`src/rtl/mac_seq.sv`:
```
// mac_seq: command sequencer driving the MAC core and streaming its accumulator out LSB-first.
// Define MAC_SEQ_CNT_EN to append a saturating MAC-op count byte to every READ burst.
module mac_seq #(
  parameter int ACC_W  = 20,
  parameter int NBYTES = (ACC_W + 7) / 8
) (
  input  logic             clk,
  input  logic             rst_n,
  input  logic             cmd_valid,
  output logic             cmd_ready,
  input  logic [1:0]       cmd_op,
  input  logic [7:0]       cmd_a,
  input  logic [7:0]       cmd_b,
  output logic [7:0]       mac_a,
  output logic [7:0]       mac_b,
  output logic             mac_en,
  output logic             mac_clr,
  input  logic [ACC_W-1:0] mac_acc,
  output logic [7:0]       out_byte,
  output logic             out_valid,
  output logic             out_last
);

`ifdef MAC_SEQ_CNT_EN
  localparam int TOTAL = NBYTES + 1;
`else
  localparam int TOTAL = NBYTES;
`endif
  localparam int SH_W = 8 * TOTAL;

  localparam logic [1:0] OP_CLEAR = 2'b00;
  localparam logic [1:0] OP_MAC   = 2'b01;
  localparam logic [1:0] OP_READ  = 2'b10;

  typedef enum logic [1:0] {IDLE, ISSUE, WAIT, SHIFT} state_t;

  state_t          state, state_d;
  logic [SH_W-1:0] sh, sh_d, sh_load;
  logic [3:0]      idx, idx_d;
  logic            ready_d, en_d, clr_d, valid_d, last_d;
  logic [7:0]      a_d, b_d, byte_d;
  logic            accept;

  assign accept = cmd_valid & cmd_ready & (state == IDLE);

`ifdef MAC_SEQ_CNT_EN
  logic [7:0] cnt, cnt_d;
  assign sh_load = {cnt, (8 * NBYTES)'(mac_acc)};
`else
  assign sh_load = SH_W'(mac_acc);
`endif

  // SHIFT spends one fill cycle before byte0 so that out_byte stays registered;
  // idx == TOTAL marks the cycle where the last byte drops and IDLE resumes.
  always_comb begin
    state_d = state;
    en_d    = 1'b0;
    clr_d   = 1'b0;
    a_d     = mac_a;
    b_d     = mac_b;
    byte_d  = out_byte;
    valid_d = 1'b0;
    last_d  = 1'b0;
    sh_d    = sh;
    idx_d   = idx;
`ifdef MAC_SEQ_CNT_EN
    cnt_d   = cnt;
`endif
    case (state)
      IDLE: begin
        if (accept) begin
          case (cmd_op)
            OP_CLEAR: begin
              clr_d   = 1'b1;
              state_d = ISSUE;
`ifdef MAC_SEQ_CNT_EN
              cnt_d   = 8'd0;
`endif
            end
            OP_MAC: begin
              en_d    = 1'b1;
              a_d     = cmd_a;
              b_d     = cmd_b;
              state_d = ISSUE;
`ifdef MAC_SEQ_CNT_EN
              if (cnt != 8'hFF) cnt_d = cnt + 8'd1;
`endif
            end
            OP_READ: state_d = WAIT;
            default: state_d = ISSUE;
          endcase
        end
      end
      ISSUE: state_d = IDLE;
      WAIT: begin
        sh_d    = sh_load;
        idx_d   = 4'd0;
        state_d = SHIFT;
      end
      SHIFT: begin
        if (idx == 4'(TOTAL)) begin
          state_d = IDLE;
        end else begin
          valid_d = 1'b1;
          byte_d  = sh[7:0];
          sh_d    = sh >> 8;
          last_d  = (idx == 4'(TOTAL - 1));
          idx_d   = idx + 4'd1;
        end
      end
      default: state_d = IDLE;
    endcase
    ready_d = (state_d == IDLE);
  end

  always_ff @(posedge clk or negedge rst_n) begin
    if (!rst_n) begin
      state     <= IDLE;
      cmd_ready <= 1'b0;
      mac_en    <= 1'b0;
      mac_clr   <= 1'b0;
      mac_a     <= 8'd0;
      mac_b     <= 8'd0;
      out_byte  <= 8'd0;
      out_valid <= 1'b0;
      out_last  <= 1'b0;
      sh        <= '0;
      idx       <= 4'd0;
`ifdef MAC_SEQ_CNT_EN
      cnt       <= 8'd0;
`endif
    end else begin
      state     <= state_d;
      cmd_ready <= ready_d;
      mac_en    <= en_d;
      mac_clr   <= clr_d;
      mac_a     <= a_d;
      mac_b     <= b_d;
      out_byte  <= byte_d;
      out_valid <= valid_d;
      out_last  <= last_d;
      sh        <= sh_d;
      idx       <= idx_d;
`ifdef MAC_SEQ_CNT_EN
      cnt       <= cnt_d;
`endif
    end
  end

endmodule
```
`config.mk`:
```
export PLATFORM = sky130hd
export DESIGN_NAME = mac_seq
export DESIGN_NICKNAME = d
export VERILOG_FILES = /design/src/rtl/mac_seq.sv
export SDC_FILE = /design/constraint.sdc
export NUM_CORES = 1
export LEC_CHECK = 0
export ABC_AREA = 1
export ABC_CLOCK_PERIOD_IN_PS = 1400
export CAP_MARGIN = 20
export CORE_ASPECT_RATIO = 0.6
export CORE_MARGIN = 4
export CORE_UTILIZATION = 40
export CTS_BUF_LIST = sky130_fd_sc_hd__clkbuf_4
export DETAILED_ROUTE_END_ITERATION = 6
export GPL_TIMING_DRIVEN = 1
export PLACE_DENSITY = 0.69
export SYNTH_ARGS = -nofsm -noshare
export SYNTH_HDL_FRONTEND = slang
export SYNTH_SLANG_ARGS = --single-unit
```
`constraint.sdc`:
```
create_clock -name clk -period 1.4 [get_ports clk]
set_input_delay 0.14 -clock clk [delete_from_list [all_inputs] [get_ports clk]]
set_output_delay 0.14 -clock clk [all_outputs]
set_load 0.02 [all_outputs]
```
# == Word level (Yosys, flattened, before mapping) ==
# Index checks and enable logic that the tools add are counted.
# op_classes
n_div,0
bitwise_logic,3
magnitude_cmp,0
muxes,18
mul,0
n_eq_ne,8
shifts,0
reduce_logical,7
add_sub_neg,1
# ops
cell,count
24-bit one-hot mux with 2 select lines,1
24-bit 2-to-1 mux,1
1-bit 2-to-1 mux,10
4-bit by 2-bit equality test with 1-bit output (second input constant),2
2-bit one-hot mux with 4 select lines,1
4-bit one-hot mux with 2 select lines,1
2-bit equality test (second input constant),3
2-bit zero test,3
2-bit 2-to-1 mux,3
4-bit by 1-bit adder with 4-bit output (second input constant),1
2-bit by 1-bit equality test with 1-bit output (second input constant),2
4-bit 2-to-1 mux,1
2-bit AND reduction,2
3-bit AND reduction,1
1-bit AND,2
2-bit != test (second input constant),1
2-bit nonzero test,1
1-bit NOT,1
# totals
word_cells,48
latch_bits,0
mem_bits_rw,0
reg_bits,59
rom_bits,0
output_inout_bits,29
mem_count,0
input_bits,41

# == Longest topological paths before layout ==
# Gate-level depths: netlist of run 1.
# logic_depth
word_depth,5
ltp_mapped,7
mapped_depth_nobuf,6

# == Worst setup path before layout of run 1 ==
# OpenSTA, ideal clock, no wires.
# synth_timing
path_type,register -> register
from,reg idx[0]
to,reg out_byte[1]
t_arrival_ns,1.085
slack_ns,0.199
synth_period_minus_slack_ns,1.201
required_time_ns,1.284
setup_time_ns,0.116
path_buffers,1
stages_incl_launch_ff,7
path_cell_list,dfrtp_1 > ha_1 > nand2_1 > nand2_4 > buf_2 > nand2_1 > nand2_1
# synth_via
elab_chain_len,3
# synth_rtl
element,line,rtl
start: declaration,39,"logic [3:0] idx, idx_d;"
start signal: assignment,143,idx <= idx_d;
4-bit by 2-bit equality test with 1-bit output,101,if (idx == 4'(TOTAL)) begin
1-bit NOT (no source line),--,
2-bit AND reduction (no source line),--,
end signal: assignment,139,out_byte <= byte_d;
end: declaration,19,"output logic [7:0] out_byte,"
# Every way passes these cells.
# A chain may end at the register's enable or synchronous reset.

# == Worst setup path after layout of run 1 ==
# layout_timing
from,reg idx[0]
to,reg sh[9]
# layout_via
elab_chain_len,3
# layout_rtl
element,line,rtl
4-bit by 2-bit equality test with 1-bit output,101,
2-bit != test (no source line),--,
2-bit AND reduction (no source line),--,
end signal: assignment,127,sh <= '0;
end signal: assignment,142,sh <= sh_d;
end: declaration,38,"logic [SH_W-1:0] sh, sh_d, sh_load;"
# Every way passes these cells.

==> metrics.md, run 1 <==
| Metric | Value |
|---|---|
| Routed Antenna Nets | `0` |
| Most frequent cells in the layout | `nand2_1 (162), dfrtp_1 (55), clkdlybuf4s50_1 (39)` |
| Final hold violations | `0` |
| Placed insts | `433` |
| Clk_skew | `0.00569 ns` |
| Post-route worst setup slack | `0.0688 ns` |
| Core Box Area | `5680 um^2` |
| Synth Instances | `283` |
| Yosys cell types | `20` |
| CTS tree | `done` |
| Clk sinks | `55` |
| Final setup fails | `0` |
| Number of fill cells | `562` |
| Worst Path Required | `1.67 ns` |
| CP most frequent cell | `nand2_1` |
| Number of global-route vias before repair | `2070` |
| Peak Freq | `0.751 GHz` |
| First-pass GRT wire length | `9.11 mm` |
| WL per Instance | `12.0 um` |
| Die H | `67.8 um` |
| Worst VDD drop | `0.760 mV` |
| Vias per std cell | `4.55` |
| Critical path startpoint category | `flip-flop` |
| Part of the cycle the worst path needs | `95.1%` |
| Routability cong. | `0.766` |
| GR Overflow Total | `0` |
| Nets@finish | `405` |
| Pre-antenna DRT Iters | `4` |
| Reg clk slew, reported paths | `0.15 ns` |
| Syn_area_per_cell | `8.44 um^2` |
| Final core utilization | `57.1%` |
| Die outline width | `108 um` |
| TNS Setup | `0 ns` |
| Reg2Reg Launch Point | `idx[0]` |
| Max_slew headroom | `80.8%` |
| Placed wire-length estimate | `3.84 mm` |
| Crit-path cells | `ha_1 -> nand2_1 -> nand2_4 -> buf_4 -> nand3_1 -> nand2_1` |
| Multi-input gate area | `871 um^2` |
| Via count | `2011` |
| Yosys warning count | `0` |
| Status | `finished, final reports clean` |
| Worst Setup SP | `idx[0]` |
| Initial core utilization | `42.1%` |
| Max H-tree Level | `2` |
| Arrival @ worst endpoint | `1.60 ns` |
| # IOs | `70` |
| Routed WL | `5.29 mm` |
| RSZ-0062 raised after global routing | `true` |
| Commonest non-fill, non-tap cell in the layout | `nand2_1` |
| DIE AREA | `7310 um^2` |
| Finished Layout Cells | `442` |
| PortBufs | `69` |
| Tightest Pin Transition | `0.288 ns` |
| Register area | `1380 um^2` |
| Share of cells above drive strength 1 | `8.56%` |
| CP Capture Type | `flip-flop` |
| WS Path Type | `reg -> reg` |
| Worst Path Max Fanout | `10` |
| Cell Rows | `21` |
| Antenna diodes | `0` |
| Gr usage total | `15.6%` |
| Pre-CTS setup slack | `0.0354 ns` |
| Power Density | `1880 nW/um^2` |
| Slowest cell on crit path | `dfrtp_1` |
| Pin count of the biggest net entering global routing | `56` |
| Period minus WS final | `1.33 ns` |
| Worst hold path class | `in -> async` |
| CTS max path bufs | `2` |
| Clk root buf | `clkbuf_4` |
| Worst-Skew Late Latency | `0.36 ns` |
| Initial antenna violation count | `0` |
| Drt drc | `0` |
| DRT iter0 DRCs | `70` |
| Max-cap violations | `0` |
| Net Count, Synth | `326` |
| Synth Register Bits | `55` |
| Max Slew Vio Count | `0` |
| Synthesized area | `2390 um^2` |
| Area delta synth->final | `35.7%` |
| Seq/Total Area, Yosys | `57.7%` |
| CTS buffer count | `5` |
| Leakage | `1.79 nW` |
| Slowest stage delay, CP | `0.45 ns` |
synth_stat cells (all sizes together):
cell	n	area share, %
buf	11	4.1
clkinv	1	0.21
dfrtp	55	58
ha	2	1.0
inv	10	1.6
nand2	165	27
nand3	29	6.3
nand4	2	0.52
nor2	6	1.4
nor3	1	0.21
xor2	1	0.37
path summary, 6_finish.rpt:
check,to,cells after the start,slack (ns)
min,sh[10],3,0.28
min in group clk,mac_a[6],3,0.29
max in group asynchronous,cmd_ready,3,0.88
max reg2reg,sh[9],6,0.07
min reg2reg,out_byte[1],2,0.49
max,sh[9],6,0.07
routing by layer:
metal	vias up	wire length, um	global-route usage (%)
li1	1030	-	-
met4	0	19	3.31
met1	935	2560	21.0
met2	44	2370	25.2
met5	-	0	0
met3	2	338	4.81
registers in the layout, summed over array words and instances, names as in the netlist, 2 cells and up:
| register | count |
|---|---|
| sh | 20 |
| idx | 4 |
| out_byte | 8 |
| state | 2 |
| mac_b | 8 |
| mac_a | 8 |
critical path: cells and delay by family (launching register included):
kind / cells / cell delay [ns]
flops: 1 / 0.45
buf+inv: 1 / 0.19
simple gates: 4 / 0.37
fa+ha+maj: 1 / 0.24
cells by family (layout without fill, tap and decap cells):
logic type / count (synthesis) / after routing / synth area share [%]
and+or+nand+nor: 203 / 203 / 35.1
DFF: 55 / 55 / 57.7
buffers and inverters: 22 / 101 / 5.87
adders and majority gates: 2 / 2 / 1.05
xor gates and xnor gates: 1 / 1 / 0.367
what timing repair did:
item,in CTS,in global routing
endpoints found under the hold margin,55,0
hold buffers,1,0
gates resized for setup,29,2
buffers inserted,0,1
gates cloned,0,0
pin swaps,0,1
setup endpoints to repair,29,19
stage by stage:
stage / hold WS [ns] / area, um^2 / total power [mW]
final: 0.281 / 3240 / 6.08
after global placement: 0.160 / 3180 / 5.48
after global routing: 0.270 / 3240 / 6.60
after floorplan: -0.156 / 2390 / 4.38
after detailed placement: 0.161 / 3180 / 5.52
after CTS: 0.268 / 3230 / 6.14
final cells by class:
class / count / area share (%)
Clock inverter: 2 / 1.16
Timing Repair Buffer: 83 / 23.9
Tap cell: 80 / 3.09
Clock buffer: 5 / 1.16
Multi-Input combinational cell: 206 / 26.9
Sequential cell: 55 / 42.5
Inverter: 11 / 1.39
report_power, final:
part	switching, mW	internal (mW)	total [mW]
clock network	0.477	0.367	0.844
registers	0.353	2.24	2.59
logic	1.61	1.04	2.64
total	2.44	3.64	6.08
Note: power is estimated with default switching activity, not from simulation.
==> inputs of run 2 (changes only) <==
ABC_CLOCK_PERIOD_IN_PS = default   (was 1400)
==> results of run 2 <==
The final DEF is identical to that of run 1; final timing and power are the same.
==> inputs of run 3 (changes only) <==
CTS_BUF_LIST = default   (was sky130_fd_sc_hd__clkbuf_4)
GPL_TIMING_DRIVEN = 0   (was 1)
==> run 3 against run 2 <==
Clock skew about the same; critical endpoint is now sh[7]; clock-buffer cell count unchanged; register-to-register slack better by 0.03 ns; largest power group unchanged; sequential share of layout area fell by 0.88 points; setup slack better by 0.032 ns; global-route usage increased by 0.43 points; utilization rose by 1.2 points; total power grew 3.0%; flip-flop and latch count did not move; worst hold slack better by 0.054 ns.
==> metrics.md, run 3 (same netlist as run 1, synthesis figures left out) <==
| Metric | Value |
|---|---|
| RSZ-0062 raised after global routing | `true (unchanged)` |
| Largest register FFs | `20 (unchanged)` |
| Antenna diodes | `0 (unchanged)` |
| PortBufs | `69 (unchanged)` |
| Cell Rows | `21 (unchanged)` |
| Routed Antenna Nets | `0 (unchanged)` |
| Worst Path Max Fanout | `10 (unchanged)` |
| Total power | `6.26 mW (was 6.08 mW)` |
| Clk_skew | `0.00556 ns (was 0.00569 ns)` |
| Reg2Reg Setup Slack | `0.10 ns (was 0.07 ns)` |
| Final setup fails | `0 (unchanged)` |
| Clk root buf | `clkbuf_8 (was clkbuf_4)` |
| CTS buffer count | `5 (unchanged)` |
| Max-cap violations | `0 (unchanged)` |
| Via count | `2033 (was 2011)` |
| Routed WL | `5.43 mm (was 5.29 mm)` |
| WL per Instance | `12.2 um (was 12.0 um)` |
| Most frequent cells in the layout | `nand2_1 (162), dfrtp_1 (55), clkdlybuf4s50_1 (39) (unchanged)` |
| Initial core utilization | `42.1% (unchanged)` |
| Power Density | `1890 nW/um^2 (was 1880 nW/um^2)` |
| Nets@finish | `408 (was 405)` |
| Die outline width | `108 um (unchanged)` |
| Clk sinks | `55 (unchanged)` |
| Critical R2R Capture | `sh[7] (was sh[9])` |
| Worst VDD drop | `0.840 mV (was 0.760 mV)` |
| Arrival @ worst endpoint | `1.51 ns (was 1.60 ns)` |
| Worst hold path class | `in -> async (unchanged)` |
| Worst R2R Path Depth | `6 (unchanged)` |
| Drt drc | `0 (unchanged)` |
| Die H | `67.8 um (unchanged)` |
| Peak Freq | `0.770 GHz (was 0.751 GHz)` |
| Area delta synth->final | `38.6% (was 35.7%)` |
| Part of the cycle the worst path needs | `92.8% (was 95.1%)` |
| # IOs | `70 (unchanged)` |
| Worst Path Required | `1.61 ns (was 1.67 ns)` |
| Share of cells above drive strength 1 | `9.56% (was 8.56%)` |
| Gr usage total | `16.0% (was 15.6%)` |
| Max Slew Vio Count | `0 (unchanged)` |
| Final hold violations | `0 (unchanged)` |
| Commonest non-fill, non-tap cell in the layout | `nand2_1 (unchanged)` |
| WS Path Type | `reg -> reg (unchanged)` |
| Routability cong. | `0.810 (was 0.766)` |
| Tightest Pin Transition | `0.548 ns (was 0.288 ns)` |
| Reg clk slew, reported paths | `0.10 ns (was 0.15 ns)` |
| Pre-antenna DRT Iters | `4 (unchanged)` |
| Pin count of the biggest net entering global routing | `35 (was 56)` |
| Top reg by flops | `sh (unchanged)` |
| CTS tree | `done (unchanged)` |
| CTS max path bufs | `2 (unchanged)` |
| DRT iter0 DRCs | `71 (was 70)` |
| Number of global-route vias before repair | `1961 (was 2070)` |
| Final core utilization | `58.3% (was 57.1%)` |
| CP Capture Type | `flip-flop (unchanged)` |
| Placed wire-length estimate | `4.02 mm (was 3.84 mm)` |
| Status | `finished, final reports clean (unchanged)` |
| First-pass GRT wire length | `9.18 mm (was 9.11 mm)` |
| DIE AREA | `7310 um^2 (unchanged)` |
| Period minus WS final | `1.30 ns (was 1.33 ns)` |
| GR Overflow Total | `0 (unchanged)` |
| Max_slew headroom | `63.5% (was 80.8%)` |
| Critical path startpoint category | `flip-flop (unchanged)` |
| Number of fill cells | `531 (was 562)` |
| Initial antenna violation count | `0 (unchanged)` |
| Worst-Skew Late Latency | `0.31 ns (was 0.36 ns)` |
| Leakage | `1.85 nW (was 1.79 nW)` |
| Core Box Area | `5680 um^2 (unchanged)` |
| Max H-tree Level | `2 (unchanged)` |
| Vias per std cell | `4.56 (was 4.55)` |
| Reg2Reg Launch Point | `idx[1] (was idx[0])` |
run 3: changes by cell type in the layout (fill, tap and decap cells not counted), moves of 2 or more:
| cell | before | now |
|---|---|---|
| clkbuf_4 | 5 | 1 |
| buf_4 | 11 | 7 |
| buf_2 | 1 | 3 |
| buf_6 | 1 | 4 |
| clkbuf_8 | 0 | 5 |
| dlymetal6s2s_1 | 0 | 3 |
| dlygate4sd2_1 | 29 | 26 |
run 3: critical path, cell delays in order, from the launching register on:
cell and delay, ns:
dfrtp_1 0.43, ha_1 0.21, nand2_1 0.12, nand2_4 0.11, buf_4 0.19, nand3_1 0.08
nand2_1 0.06
run 3: repair_timing:
item,in CTS,in global routing
pin swaps,0,1
resized for setup,26,6
setup buffers,0,4
hold buffers,1,0
endpoints found under the setup margin,26,42
hold endpoints to repair,21,0
run 3: area by class of cell:
type | count | area, um^2 | area share, %
multi-input combinational | 206 | 878 | 26.5
timing repair buffer | 75 | 721 | 21.8
inverter | 11 | 45.0 | 1.36
clock inverter | 3 | 20.0 | 0.605
sequential | 55 | 1380 | 41.6
buffer | 11 | 100 | 3.02
clock buffer | 5 | 68.8 | 2.08
tap | 80 | 100 | 3.02
run 3: report_power, final:
group	total, mW	internal, mW	switching, mW
clock	0.884	0.350	0.535
combinational	2.79	1.14	1.65
sequential	2.59	2.24	0.348
total	6.26	3.73	2.54
run 3: per-layer routing:
| layer | wire length (um) | global-route usage (%) |
|---|---|---|
| met5 | 0 | 0 |
| met4 | 21 | 3.31 |
| met3 | 446 | 5.56 |
| met2 | 2250 | 23.0 |
| met1 | 2710 | 23.5 |
run 3: per-stage QoR:
step | instances | instance area, um^2 | hold WS [ns] | TNS, ns | setup WS, ns
finish | 446 | 3310 | 0.336 | 0 | 0.101
global route | 446 | 3310 | 0.347 | -0.0106 | -0.0106
CTS | 442 | 3260 | 0.344 | 0 | 0.0175
detailed placement | 433 | 3190 | 0.156 | -0.698 | -0.0949
global placement | 432 | 3180 | 0.458 | -84.69 | -1.53
floorplan | 283 | 2390 | -0.156 | 0 | 0.199
run 3: how the worst max path moves through the flow:
stage / startpoint / to / cells after the start
after floorplan: idx[0] / out_byte[1] / 6
after global placement: rst_n / mac_a[2] / 1
after detailed placement: cmd_op[0] / mac_b[3] / 8
after CTS: out_valid / out_valid / 1
after global routing: state[1] / mac_b[0] / 5
final: idx[1] / sh[7] / 6
